$ cat src/rtl/serial_add_pkg.sv
// serial_add_pkg
//    Shared definitions for the serial adder datapath: default operand width
//    and the loader/control state encoding.
package serial_add_pkg;

   // Default operand width for the accumulator, addend and loader.
   localparam int unsigned SerialWidth = 4;

   // Loader state: waiting for a pair, or serialising a word.
   typedef enum logic {
      StIdle  = 1'b0,
      StShift = 1'b1
   } serial_state_e;

endpackage

$ cat src/rtl/piso_shift_reg.sv
// piso_shift_reg
//    Parallel-in serial-out shift register, LSB first, zero fill from the MSB.
//    A load takes priority over a shift on the same edge.
// Ports:
//    CLK    rising-edge clock
//    RSTn   asynchronous active-low reset, clears the register
//    load   capture d on the next edge
//    shift  shift right by one on the next edge (ignored while load is high)
//    d      parallel load value
//    q0     current serial bit (register bit 0)
module piso_shift_reg
   import serial_add_pkg::*;
#(
   parameter int unsigned WIDTH = SerialWidth
) (
   input  logic             CLK,
   input  logic             RSTn,
   input  logic             load,
   input  logic             shift,
   input  logic [WIDTH-1:0] d,
   output logic             q0
);

   logic [WIDTH-1:0] sh_q;
   logic [WIDTH-1:0] sh_d;

   always_comb begin
      sh_d = sh_q;
      if (load) begin
         sh_d = d;
      end else if (shift) begin
         sh_d = {1'b0, sh_q[WIDTH-1:1]};
      end
   end

   always_ff @(posedge CLK or negedge RSTn) begin
      if (!RSTn) begin
         sh_q <= '0;
      end else begin
         sh_q <= sh_d;
      end
   end

   assign q0 = sh_q[0];

endmodule

$ cat src/rtl/serial_operand_loader.sv
// serial_operand_loader
//    Feed stage for the serial adder. Accepts an A/B operand pair through a
//    valid/ready handshake into a one-deep pending slot, then serialises each
//    pair LSB first on Xi/Yi with shift enable Sh. first_bit/last_bit mark the
//    word boundaries; done pulses for one cycle after the last bit.
// Ports:
//    CLK        rising-edge clock
//    RSTn       asynchronous active-low reset
//    in_valid   operand pair presented
//    in_ready   pending slot empty (registered)
//    a_in/b_in  operands A (accumulator side) and B (addend side)
//    St         run enable; low stalls the word in place
//    Sh         shift enable to the datapath
//    Xi/Yi      current A/B bit, zero whenever Sh is low
//    first_bit  bit 0 of a word is on Xi/Yi
//    last_bit   bit WIDTH-1 of a word is on Xi/Yi
//    busy       word in progress or pair pending
//    done       one-cycle pulse after the last bit of a word
module serial_operand_loader
   import serial_add_pkg::*;
#(
   parameter int unsigned WIDTH = SerialWidth
) (
   input  logic             CLK,
   input  logic             RSTn,
   input  logic             in_valid,
   output logic             in_ready,
   input  logic [WIDTH-1:0] a_in,
   input  logic [WIDTH-1:0] b_in,
   input  logic             St,
   output logic             Sh,
   output logic             Xi,
   output logic             Yi,
   output logic             first_bit,
   output logic             last_bit,
   output logic             busy,
   output logic             done
);

   localparam int unsigned CNT_W = $clog2(WIDTH);
   localparam logic [CNT_W-1:0] CntLast = CNT_W'(WIDTH - 1);

   serial_state_e    state_q, state_d;
   logic [CNT_W-1:0] cnt_q, cnt_d;
   logic             pend_valid_q, pend_valid_d;
   logic [WIDTH-1:0] a_pend_q, a_pend_d;
   logic [WIDTH-1:0] b_pend_q, b_pend_d;
   logic             done_q, done_d;

   logic             sh_en;
   logic             load;
   logic             a_bit;
   logic             b_bit;

   // Shifting only happens in SHIFT with St high; this also gates Xi/Yi.
   assign sh_en = (state_q == StShift) && St;

   always_comb begin
      state_d      = state_q;
      cnt_d        = cnt_q;
      pend_valid_d = pend_valid_q;
      a_pend_d     = a_pend_q;
      b_pend_d     = b_pend_q;
      done_d       = 1'b0;
      load         = 1'b0;

      // Acceptance requires an empty slot and loading requires a full one,
      // so the two never collide on the same edge.
      if (in_valid && !pend_valid_q) begin
         pend_valid_d = 1'b1;
         a_pend_d     = a_in;
         b_pend_d     = b_in;
      end

      case (state_q)
         StIdle: begin
            if (pend_valid_q) begin
               load         = 1'b1;
               cnt_d        = '0;
               pend_valid_d = 1'b0;
               state_d      = StShift;
            end
         end
         StShift: begin
            if (St) begin
               if (cnt_q == CntLast) begin
                  done_d = 1'b1;
                  cnt_d  = '0;
                  if (pend_valid_q) begin
                     // Back-to-back word: no idle bubble between words.
                     load         = 1'b1;
                     pend_valid_d = 1'b0;
                  end else begin
                     state_d = StIdle;
                  end
               end else begin
                  cnt_d = cnt_q + 1'b1;
               end
            end
         end
         default: state_d = StIdle;
      endcase
   end

   always_ff @(posedge CLK or negedge RSTn) begin
      if (!RSTn) begin
         state_q      <= StIdle;
         cnt_q        <= '0;
         pend_valid_q <= 1'b0;
         a_pend_q     <= '0;
         b_pend_q     <= '0;
         done_q       <= 1'b0;
      end else begin
         state_q      <= state_d;
         cnt_q        <= cnt_d;
         pend_valid_q <= pend_valid_d;
         a_pend_q     <= a_pend_d;
         b_pend_q     <= b_pend_d;
         done_q       <= done_d;
      end
   end

   piso_shift_reg #(
      .WIDTH (WIDTH)
   ) u_a_sh (
      .CLK   (CLK),
      .RSTn  (RSTn),
      .load  (load),
      .shift (sh_en),
      .d     (a_pend_q),
      .q0    (a_bit)
   );

   piso_shift_reg #(
      .WIDTH (WIDTH)
   ) u_b_sh (
      .CLK   (CLK),
      .RSTn  (RSTn),
      .load  (load),
      .shift (sh_en),
      .d     (b_pend_q),
      .q0    (b_bit)
   );

   assign in_ready  = !pend_valid_q;
   assign Sh        = sh_en;
   assign Xi        = sh_en & a_bit;
   assign Yi        = sh_en & b_bit;
   assign first_bit = sh_en && (cnt_q == '0);
   assign last_bit  = sh_en && (cnt_q == CntLast);
   assign busy      = (state_q == StShift) || pend_valid_q;
   assign done      = done_q;

endmodule
$ cat config.mk
export PLATFORM = sky130hd
export DESIGN_NAME = serial_operand_loader
export DESIGN_NICKNAME = d
export VERILOG_FILES = /design/src/rtl/serial_add_pkg.sv /design/src/rtl/piso_shift_reg.sv /design/src/rtl/serial_operand_loader.sv
export SDC_FILE = /design/constraint.sdc
export NUM_CORES = 1
export LEC_CHECK = 0
export BUFFER_PORTS_ARGS = -buffer_cell sky130_fd_sc_hd__buf_2
export CORE_ASPECT_RATIO = 0.9
export CORE_MARGIN = 2
export CORE_UTILIZATION = 35
export CTS_CLUSTER_SIZE = 28
export DETAILED_ROUTE_END_ITERATION = 10
export SYNTH_ARGS = -nofsm -noshare
export SYNTH_HDL_FRONTEND = slang
export SYNTH_SLANG_ARGS = --single-unit
$ cat constraint.sdc
create_clock -name CLK -period 1.35 [get_ports CLK]
set_input_delay 0.2025 -clock CLK [delete_from_list [all_inputs] [get_ports CLK]]
set_output_delay 0.2025 -clock CLK [all_outputs]
set_load 0.005 [all_outputs]
==> flow_summary.json, run 1 <==
{
  "run_status": "finished with violations",
  "failed_checks": "setup timing",
  "ctsHtreeMaxLevel": 1,
  "maxSlewViolCount": 0,
  "use_met2_pct": 22.4,
  "ir_drop_v": 0.000524,
  "fin_area_sq_um": 1410,
  "first_iter_violations": 25,
  "clock_insertion_delay_worst_skew_ns": 0.30,
  "r2r_end": "u_b_sh.sh_q[0]",
  "yosys.area_share.adder_pct": 2.31,
  "antenna_found_initial": 0,
  "grt.busiest_layer": "met2",
  "gr-usage-all-layers_pct": 13.7,
  "min_period_over_period_pct": 103,
  "hold_ws_ns": 0.123,
  "r2r_cells": 5,
  "synth.area.mux_share_pct": 21.9,
  "wl_per_cell_um": 13.4,
  "p_leak_nw": 0.706,
  "clock_path_buffers": 2,
  "fp.dieH_um": 56.8,
  "synth-simple-area-share_pct": 12.1,
  "dr.pass1.iters": 4,
  "initial_core_util_pct": 36.2,
  "critPathBufInv": 2,
  "place_inst": 157,
  "grt_pass1_vias": 804,
  "drive_gt1_share_pct": 42.3,
  "diodes": 0,
  "crit_chain": "inv_1 -> ha_2 -> and3_1 -> buf_2",
  "grtUsageMet1_pct": 17.7,
  "layout.cells.most_common": "dfrtp_1",
  "areaGrowthSynthToFinish_pct": 29.9,
  "synth_nets": 110,
  "gr-total-overflow": 0,
  "fin_util_pct": 47.0,
  "endpoint": "first_bit",
  "cap_violations": 0,
  "cts.clk_slew.worst_paths_ns": 0.11,
  "fin_nets": 145,
  "ant_nets": 0,
  "synth_xor_area_share_pct": 0,
  "hpwl_mm": 1.46,
  "synthesis.area_sq_um": 1080,
  "dieArea_sq_um": 3560,
  "slowest_delay_ns": 0.41,
  "place.gp.congestion": 0.733,
  "cts_sinks": 21,
  "path_depth": 4,
  "dpl_worst_slack_ns": 0.105,
  "end_kind": "output port",
  "syn_avg_cell_area_sq_um": 11.3,
  "total_power_mw": 2.72,
  "hold_viol_final": 0,
  "rsz0062_at_grt": "yes",
  "worst_pin_slew_ns": 0.480,
  "r2r-start": "cnt_q[0]",
  "skew_ns": 0.00476,
  "crit_type": "reg2out",
  "nFillCells": 297,
  "synth_top_family_by_area": "multiplexers",
  "fmax_ghz": 0.721,
  "rows": 19,
  "period_needed_ns": 1.39,
  "tns_ns": -0.0629,
  "cp.arrival_ns": 1.19,
  "cp-start-kind": "register",
  "syn_inst": 96,
  "critPathMaxFanout": 3,
  "cp-startpoint": "cnt_q[0]",
  "wirelength_mm": 2.31,
  "fin_cells": 172,
  "r2r_slack_ns": 0.08,
  "finalSetupViolCount": 2,
  "grt_pass1_wl_mm": 3.76,
  "grt_util_met3_pct": 2.20,
  "power_density_nw_per_um2": 1930,
  "min_path_type": "in2reg",
  "chipWidth_um": 62.7,
  "vias": 846,
  "seq_area_frac_synth_pct": 48.5,
  "viasPerCell": 4.92,
  "synth_warnings": 0,
  "slowest_stage": "dfrtp_1",
  "core-area_sq_um": 3000,
  "crit_required_ns": 1.15,
  "numCtsBuffers": 3,
  "cts_root_buf": "clkbuf_4",
  "mostFrequentLayoutCells": "dfrtp_1 (20), buf_2 (16), buf_4 (13)",
  "drc": 0,
  "ys_types": 23,
  "ys_ff_latch": 21,
  "placed_area_sq_um": 1250,
  "portBuffers": 19,
  "cp_top_family": "flip-flops",
  "max-slew-margin-rel_pct": 68.0,
  "grt_max_degree": 22,
  "ios": 20,
  "cts_tree": "built",
  "fin_ws_ns": -0.0377,
  "synth_compound_area_share_pct": 10.2
}
[repair_timing]
action	4_1_cts	5_1_grt
pin swaps	3	1
hold buffers	1	0
setup buffers	5	6
hold endpoints to repair	21	0
setup endpoints to repair	5	12
gates resized for setup	10	4
[worst min-delay path by stage]
stage	cells past startpoint	to	start	slack, ns
after CTS	2	a_pend_q[2]	a_in[2]	0.12
after global routing	2	b_pend_q[1]	b_in[1]	0.11
final	2	b_pend_q[1]	b_in[1]	0.12
after floorplan	0	a_pend_q[0]	RSTn	-0.09
after detailed placement	1	b_pend_q[0]	RSTn	0.19
after global placement	1	b_pend_q[0]	RSTn	0.19
[cell families (layout without fill, tap and decap cells)]
family,after synthesis,after routing
flops,21,21
fa+ha+maj,2,2
compound gates,17,17
simple gates,23,23
mux,22,22
buf+inv,11,45
[power breakdown]
group	internal, mW	switching [mW]	total (mW)
Combinational	0.762	0.528	1.29
Sequential	0.913	0.217	1.13
Clock	0.115	0.182	0.298
Total	1.79	0.927	2.72
[cell type report]
class	count	area (sq um)	area share (%)
timing repair buffer	36	259	18.4
inverter	5	18.8	1.33
multi-input combinational	64	524	37.2
sequential	21	527	37.4
clock buffer	4	26.3	1.87
tap	42	52.6	3.73
[flip-flops by register name, indices dropped and copies added (netlist names)]
name          cells
u_b_sh.sh_q       4
cnt_q             2
state_q           1
a_pend_q          4
b_pend_q          4
u_a_sh.sh_q       4
pend_valid_q      1
done              1
[layer usage]
layer / part of all wire (%) / routed length, um
met1: 48 / 1110
met2: 47 / 1090
met3: 3.0 / 69
met4: 1.5 / 34
met5: 0 / 0
[Yosys cell counts]
| library cell | instances | area (sq um) |
|---|---|---|
| a22o_1 | 2 | 17.5 |
| and2_1 | 1 | 6.26 |
| buf_2 | 4 | 20.0 |
| clkbuf_1 | 1 | 3.75 |
| nand4_1 | 2 | 12.5 |
| nand2_1 | 4 | 15.0 |
| o221ai_1 | 2 | 17.5 |
| or2_2 | 1 | 6.26 |
| mux2_2 | 10 | 113 |
| o22ai_1 | 6 | 37.5 |
| nor2_1 | 1 | 3.75 |
| nor2b_1 | 1 | 6.26 |
| a21oi_1 | 6 | 30.0 |
| buf_6 | 1 | 11.3 |
| ha_1 | 2 | 25.0 |
| mux2_1 | 4 | 45.0 |
| nand2_2 | 1 | 6.26 |
| mux2i_1 | 8 | 80.1 |
| inv_1 | 5 | 18.8 |
| o21bai_1 | 1 | 7.51 |
| dfrtp_1 | 21 | 526 |
| and3_1 | 5 | 31.3 |
| nand2b_1 | 7 | 43.8 |
No activity file was read; power rests on OpenSTA's default activity.
==> run 2: changes to the inputs <==
Settings changed: CORE_UTILIZATION 35 to 53, PLACE_DENSITY set to 0.77.
==> run 2 against run 1 <==
Effect of this change:
- the run still ends with setup timing left
- core utilization grew 31 points
- worst hold slack lost 0.016 ns
- combinational power grew 26%
- critical path depth shrank 1
- critical endpoint is now last_bit
- largest power group unchanged
==> flow_summary.json, run 2 (same netlist as run 1, synthesis figures left out) <==
{
  "min_period_over_period_pct": 109,
  "slowest_stage": "dfrtp_1",
  "finalSetupViolCount": 5,
  "cts_tree": "built",
  "min_path_type": "in2reg",
  "diodes": 0,
  "wl_per_cell_um": 16.8,
  "period_needed_ns": 1.47,
  "dieArea_sq_um": 2420,
  "slowest_delay_ns": 0.45,
  "max-slew-margin-rel_pct": 69.8,
  "combPwrFrac_pct": 52.3,
  "fin_cells": 160,
  "end_kind": "output port",
  "p_clk_share_pct": 10.1,
  "portBuffers": 19,
  "maxSlewViolCount": 0,
  "viasPerCell": 5.65,
  "layout.cells.most_common": "dfrtp_1",
  "wirelength_mm": 2.69,
  "grt_pass1_vias": 810,
  "crit_type": "reg2out",
  "p_leak_nw": 0.734,
  "ios": 20,
  "p_seq_share_pct": 37.6,
  "placed_area_sq_um": 1230,
  "initial_core_util_pct": 56.6,
  "antenna_found_initial": 0,
  "fin_util_pct": 78.4,
  "rows": 15,
  "run_status": "finished with violations",
  "fin_ws_ns": -0.122,
  "failed_checks": "setup timing",
  "skew_ns": 0.00953,
  "fp.dieH_um": 46.9,
  "place_inst": 141,
  "crit_chain": "ha_4 -> and3_4 -> buf_6",
  "routed.top_layer": "met4",
  "areaGrowthSynthToFinish_pct": 38.5,
  "critPathBufInv": 1,
  "hold_viol_final": 0,
  "ant_nets": 0,
  "drc": 0,
  "cp.arrival_ns": 1.27,
  "core-area_sq_um": 1910,
  "met1Wirelength_mm": 1.20,
  "cts_root_buf": "clkbuf_4",
  "hpwl_mm": 1.52,
  "place.gp.congestion": 0.756,
  "ctsHtreeMaxLevel": 1,
  "internal_power_mw": 1.99,
  "netSwitchingFraction_pct": 36.1,
  "first_iter_violations": 20,
  "mostFrequentLayoutCells": "dfrtp_1 (19), buf_4 (15), buf_2 (14)",
  "cap_violations": 0,
  "ir_drop_v": 0.00129,
  "fin_area_sq_um": 1500,
  "worst_pin_slew_ns": 0.453,
  "cp_top_family": "flip-flops",
  "clock_insertion_delay_worst_skew_ns": 0.32,
  "cp-start-kind": "register",
  "route.met3.wl_um": 92,
  "fin_nets": 150,
  "vias": 904,
  "gr-usage-all-layers_pct": 21.2,
  "power_density_nw_per_um2": 2080,
  "fmax_ghz": 0.679,
  "gr-total-overflow": 0,
  "chipWidth_um": 51.7,
  "dr.pass1.iters": 4,
  "crit_required_ns": 1.15,
  "p_switching_mw": 1.13,
  "rsz0062_at_grt": "yes",
  "clock_path_buffers": 2,
  "cts_sinks": 21,
  "numCtsBuffers": 3,
  "dpl_worst_slack_ns": 0.0194,
  "cts.clk_slew.worst_paths_ns": 0.13,
  "grt_max_degree": 22,
  "met2_length_mm": 1.36,
  "grt_pass1_wl_mm": 3.66,
  "critPathMaxFanout": 5,
  "drive_gt1_share_pct": 51.1
}
run 2: cell types whose count changed in the layout (fill, tap and decap cells not counted), moves of 2 or more:
cell     change
buf_4        +2
ha_2         -2
and3_4       +2
o22ai_1      -2
inv_2        +2
o22ai_2      +2
and3_1       -2
buf_2        -2
inv_1        -3
ha_4         +2
buf_6        +6
run 2: what timing repair did:
action,CTS,global route
gates cloned,0,1
endpoints found under the hold margin,21,0
hold buffers,1,0
pin swaps,3,4
resized for setup,18,13
buffers inserted,7,6
setup endpoints to repair,5,19
run 2: layer usage:
metal	vias up	GRT usage [%]
met5	-	0
met4	0	7.89
met3	7	2.87
met2	20	36.9
met1	453	27.6
li1	424	-
run 2: worst paths after layout:
check,cells past startpoint,to,start,slack (ns)
setup / recovery,3,last_bit,cnt_q[1],-0.12
hold / removal,2,a_pend_q[3],a_in[3],0.11
setup reg to reg,4,a_pend_q[2],pend_valid_q,0.04
hold reg to reg,1,b_pend_q[0],b_pend_q[0],0.56
max in group asynchronous,2,cnt_q[0],RSTn,0.67
min in group asynchronous,2,pend_valid_q,RSTn,0.34
run 2: power groups by stage:
stage	registers (mW)	clock network (mW)	logic, mW
after floorplan	1.08	0	0.861
after global placement	1.12	0	1.06
after detailed placement	1.14	0	1.11
after CTS	1.14	0.313	1.36
after global routing	1.22	0.345	1.75
final	1.17	0.315	1.63
run 2: cell type report:
type,count,area (sq um)
clock inverters,1,5.00
well taps,25,31.3
multi-input cells,64,576
inverters,5,21.3
repair buffers,41,317
flip-flops and latches,21,528
clock buffers,3,22.5
fillers,125,414
run 2: through the flow:
step / setup TNS [ns] / total power, mW / hold WS [ns]
floorplan: 0 / 1.94 / -0.0931
detailed placement: 0 / 2.25 / 0.182
finish: -0.348 / 3.12 / 0.107
global placement: 0 / 2.18 / 0.180
global route: -0.635 / 3.32 / 0.0990
CTS: -0.300 / 2.81 / 0.115
==> run 3: changes to the inputs <==
Settings changed: CORE_ASPECT_RATIO 0.9 to 1.1, CORE_UTILIZATION 53 to 55, PLACE_DENSITY 0.77 to 0.79.
Clock period 1.35 ns to 1.75 ns, I/O delays scaled along.
==> run 3 against run 2 <==
Effect of this change:
- the flow now finishes without violations
- register-to-register slack improved by 0.26 ns
- design area fell by 17%
- sequential power fell by 22%
==> flow_summary.json, run 3 (same netlist as run 1, synthesis figures left out) <==
{
  "run_status": "finished, final reports clean",
  "worst_pin_slew_ns": 0.532,
  "finalSetupViolCount": 0,
  "end_kind": "output port",
  "cts_root_buf": "clkbuf_4",
  "period_needed_ns": 1.66,
  "grt_pass1_wl_mm": 3.54,
  "antenna_found_initial": 0,
  "tns_ns": 0,
  "numCtsBuffers": 3,
  "first_iter_violations": 15,
  "critPathMaxFanout": 14,
  "crit_required_ns": 1.49,
  "maxSlewViolCount": 0,
  "power_density_nw_per_um2": 1540,
  "vias": 779,
  "cts_tree": "built",
  "initial_core_util_pct": 59.5,
  "ctsHtreeMaxLevel": 1,
  "place_inst": 140,
  "fp.dieH_um": 50.6,
  "mostFrequentLayoutCells": "dfrtp_1 (21), buf_2 (19), mux2_2 (10)",
  "wirelength_mm": 1.99,
  "layout.cells.most_common": "dfrtp_1",
  "p_leak_nw": 0.635,
  "cp-start-kind": "register",
  "ir_drop_v": 0.000762,
  "viasPerCell": 5.37,
  "cap_violations": 0,
  "placed_area_sq_um": 1210,
  "skew_ns": 0.00334,
  "max-slew-margin-rel_pct": 64.5,
  "fin_util_pct": 68.3,
  "hpwl_mm": 1.46,
  "min_path_type": "in2reg",
  "crit_type": "reg2out",
  "hold_viol_final": 0,
  "nFillCells": 149,
  "core-area_sq_um": 1820,
  "fin_area_sq_um": 1240,
  "dieArea_sq_um": 2340,
  "portBuffers": 19,
  "cp.arrival_ns": 1.40,
  "grt_max_degree": 22,
  "clock_insertion_delay_worst_skew_ns": 0.29,
  "drive_gt1_share_pct": 32.2,
  "fin_nets": 133,
  "fmax_ghz": 0.603,
  "chipWidth_um": 46.3,
  "fin_cells": 145,
  "min_period_over_period_pct": 94.8,
  "grt_pass1_vias": 795,
  "gr-total-overflow": 0,
  "clock_path_buffers": 2,
  "place.gp.congestion": 0.805,
  "cts_sinks": 21,
  "diodes": 0,
  "r2r_slack_ns": 0.30,
  "cts_resized": 0,
  "dr.pass1.iters": 4,
  "rsz0062_at_grt": "no",
  "wl_per_cell_um": 13.7,
  "gr-usage-all-layers_pct": 20.6,
  "ios": 20,
  "ant_nets": 0,
  "areaGrowthSynthToFinish_pct": 14.8,
  "cts.clk_slew.worst_paths_ns": 0.11,
  "drc": 0,
  "rows": 16
}
## run 3: cell count changes in the layout (fill, tap and decap cells not counted), moves of 3 or more
cell    before  now
buf_4       15    4
buf_2       14   19
and3_1       2    5
inv_1        2    5
buf_6       11    0
and3_4       3    0
## run 3: what timing repair did
item / 4_1_cts / 5_1_grt
hold buffers: 1 / 0
hold endpoints to repair: 21 / 0
setup buffers: 0 / 0
## run 3: report_power, final
part	leakage [nW]	switching (mW)	internal [mW]	total [mW]
combinational	0.371	0.309	0.458	0.768
sequential	0.249	0.215	0.703	0.918
clock	0.0150	0.135	0.0886	0.224
total	0.635	0.660	1.25	1.91
## run 3: routing by layer
metal,up-vias,share of wire [%],global-route usage [%]
li1,387,-,-
met3,2,3.9,5.40
met4,0,0.60,6.67
met2,19,52,34.7
met1,371,44,24.9
met5,-,0,0
## run 3: stage by stage
stage	worst slack [ns]	power (mW)	hold WS, ns
after floorplan	0.540	1.50	-0.0331
after detailed placement	0.328	1.70	0.238
after CTS	0.0886	1.93	0.187
final	0.0913	1.91	0.194
after global placement	0.379	1.65	0.234
after global routing	0.00322	2.08	0.171
## run 3: cell type report
cell class                 count  area, sq um  share of cell area (%)
multi-input combinational     64          504                    40.5
inverter                       5         18.8                    1.51
tap                           27         33.8                    2.72
clock buffer                   4         26.3                    2.11
sequential                    21          526                    42.3
timing repair buffer          24          135                    10.9
## run 3: path summary, 6_finish.rpt
| check | from | endpoint | cells past startpoint |
|---|---|---|---|
| max | pend_valid_q | busy | 2 |
| min | a_in[0] | a_pend_q[0] | 2 |
| max reg2reg | pend_valid_q | b_pend_q[3] | 3 |
| min reg2reg | cnt_q[1] | cnt_q[1] | 1 |
| max in group asynchronous | RSTn | a_pend_q[1] | 2 |
| min in group asynchronous | RSTn | b_pend_q[0] | 2 |
## run 3: critical path, cell delays in order, from the launching register on
cell,delay (ns)
dfrtp_1,0.59
or2_2,0.38
buf_2,0.13
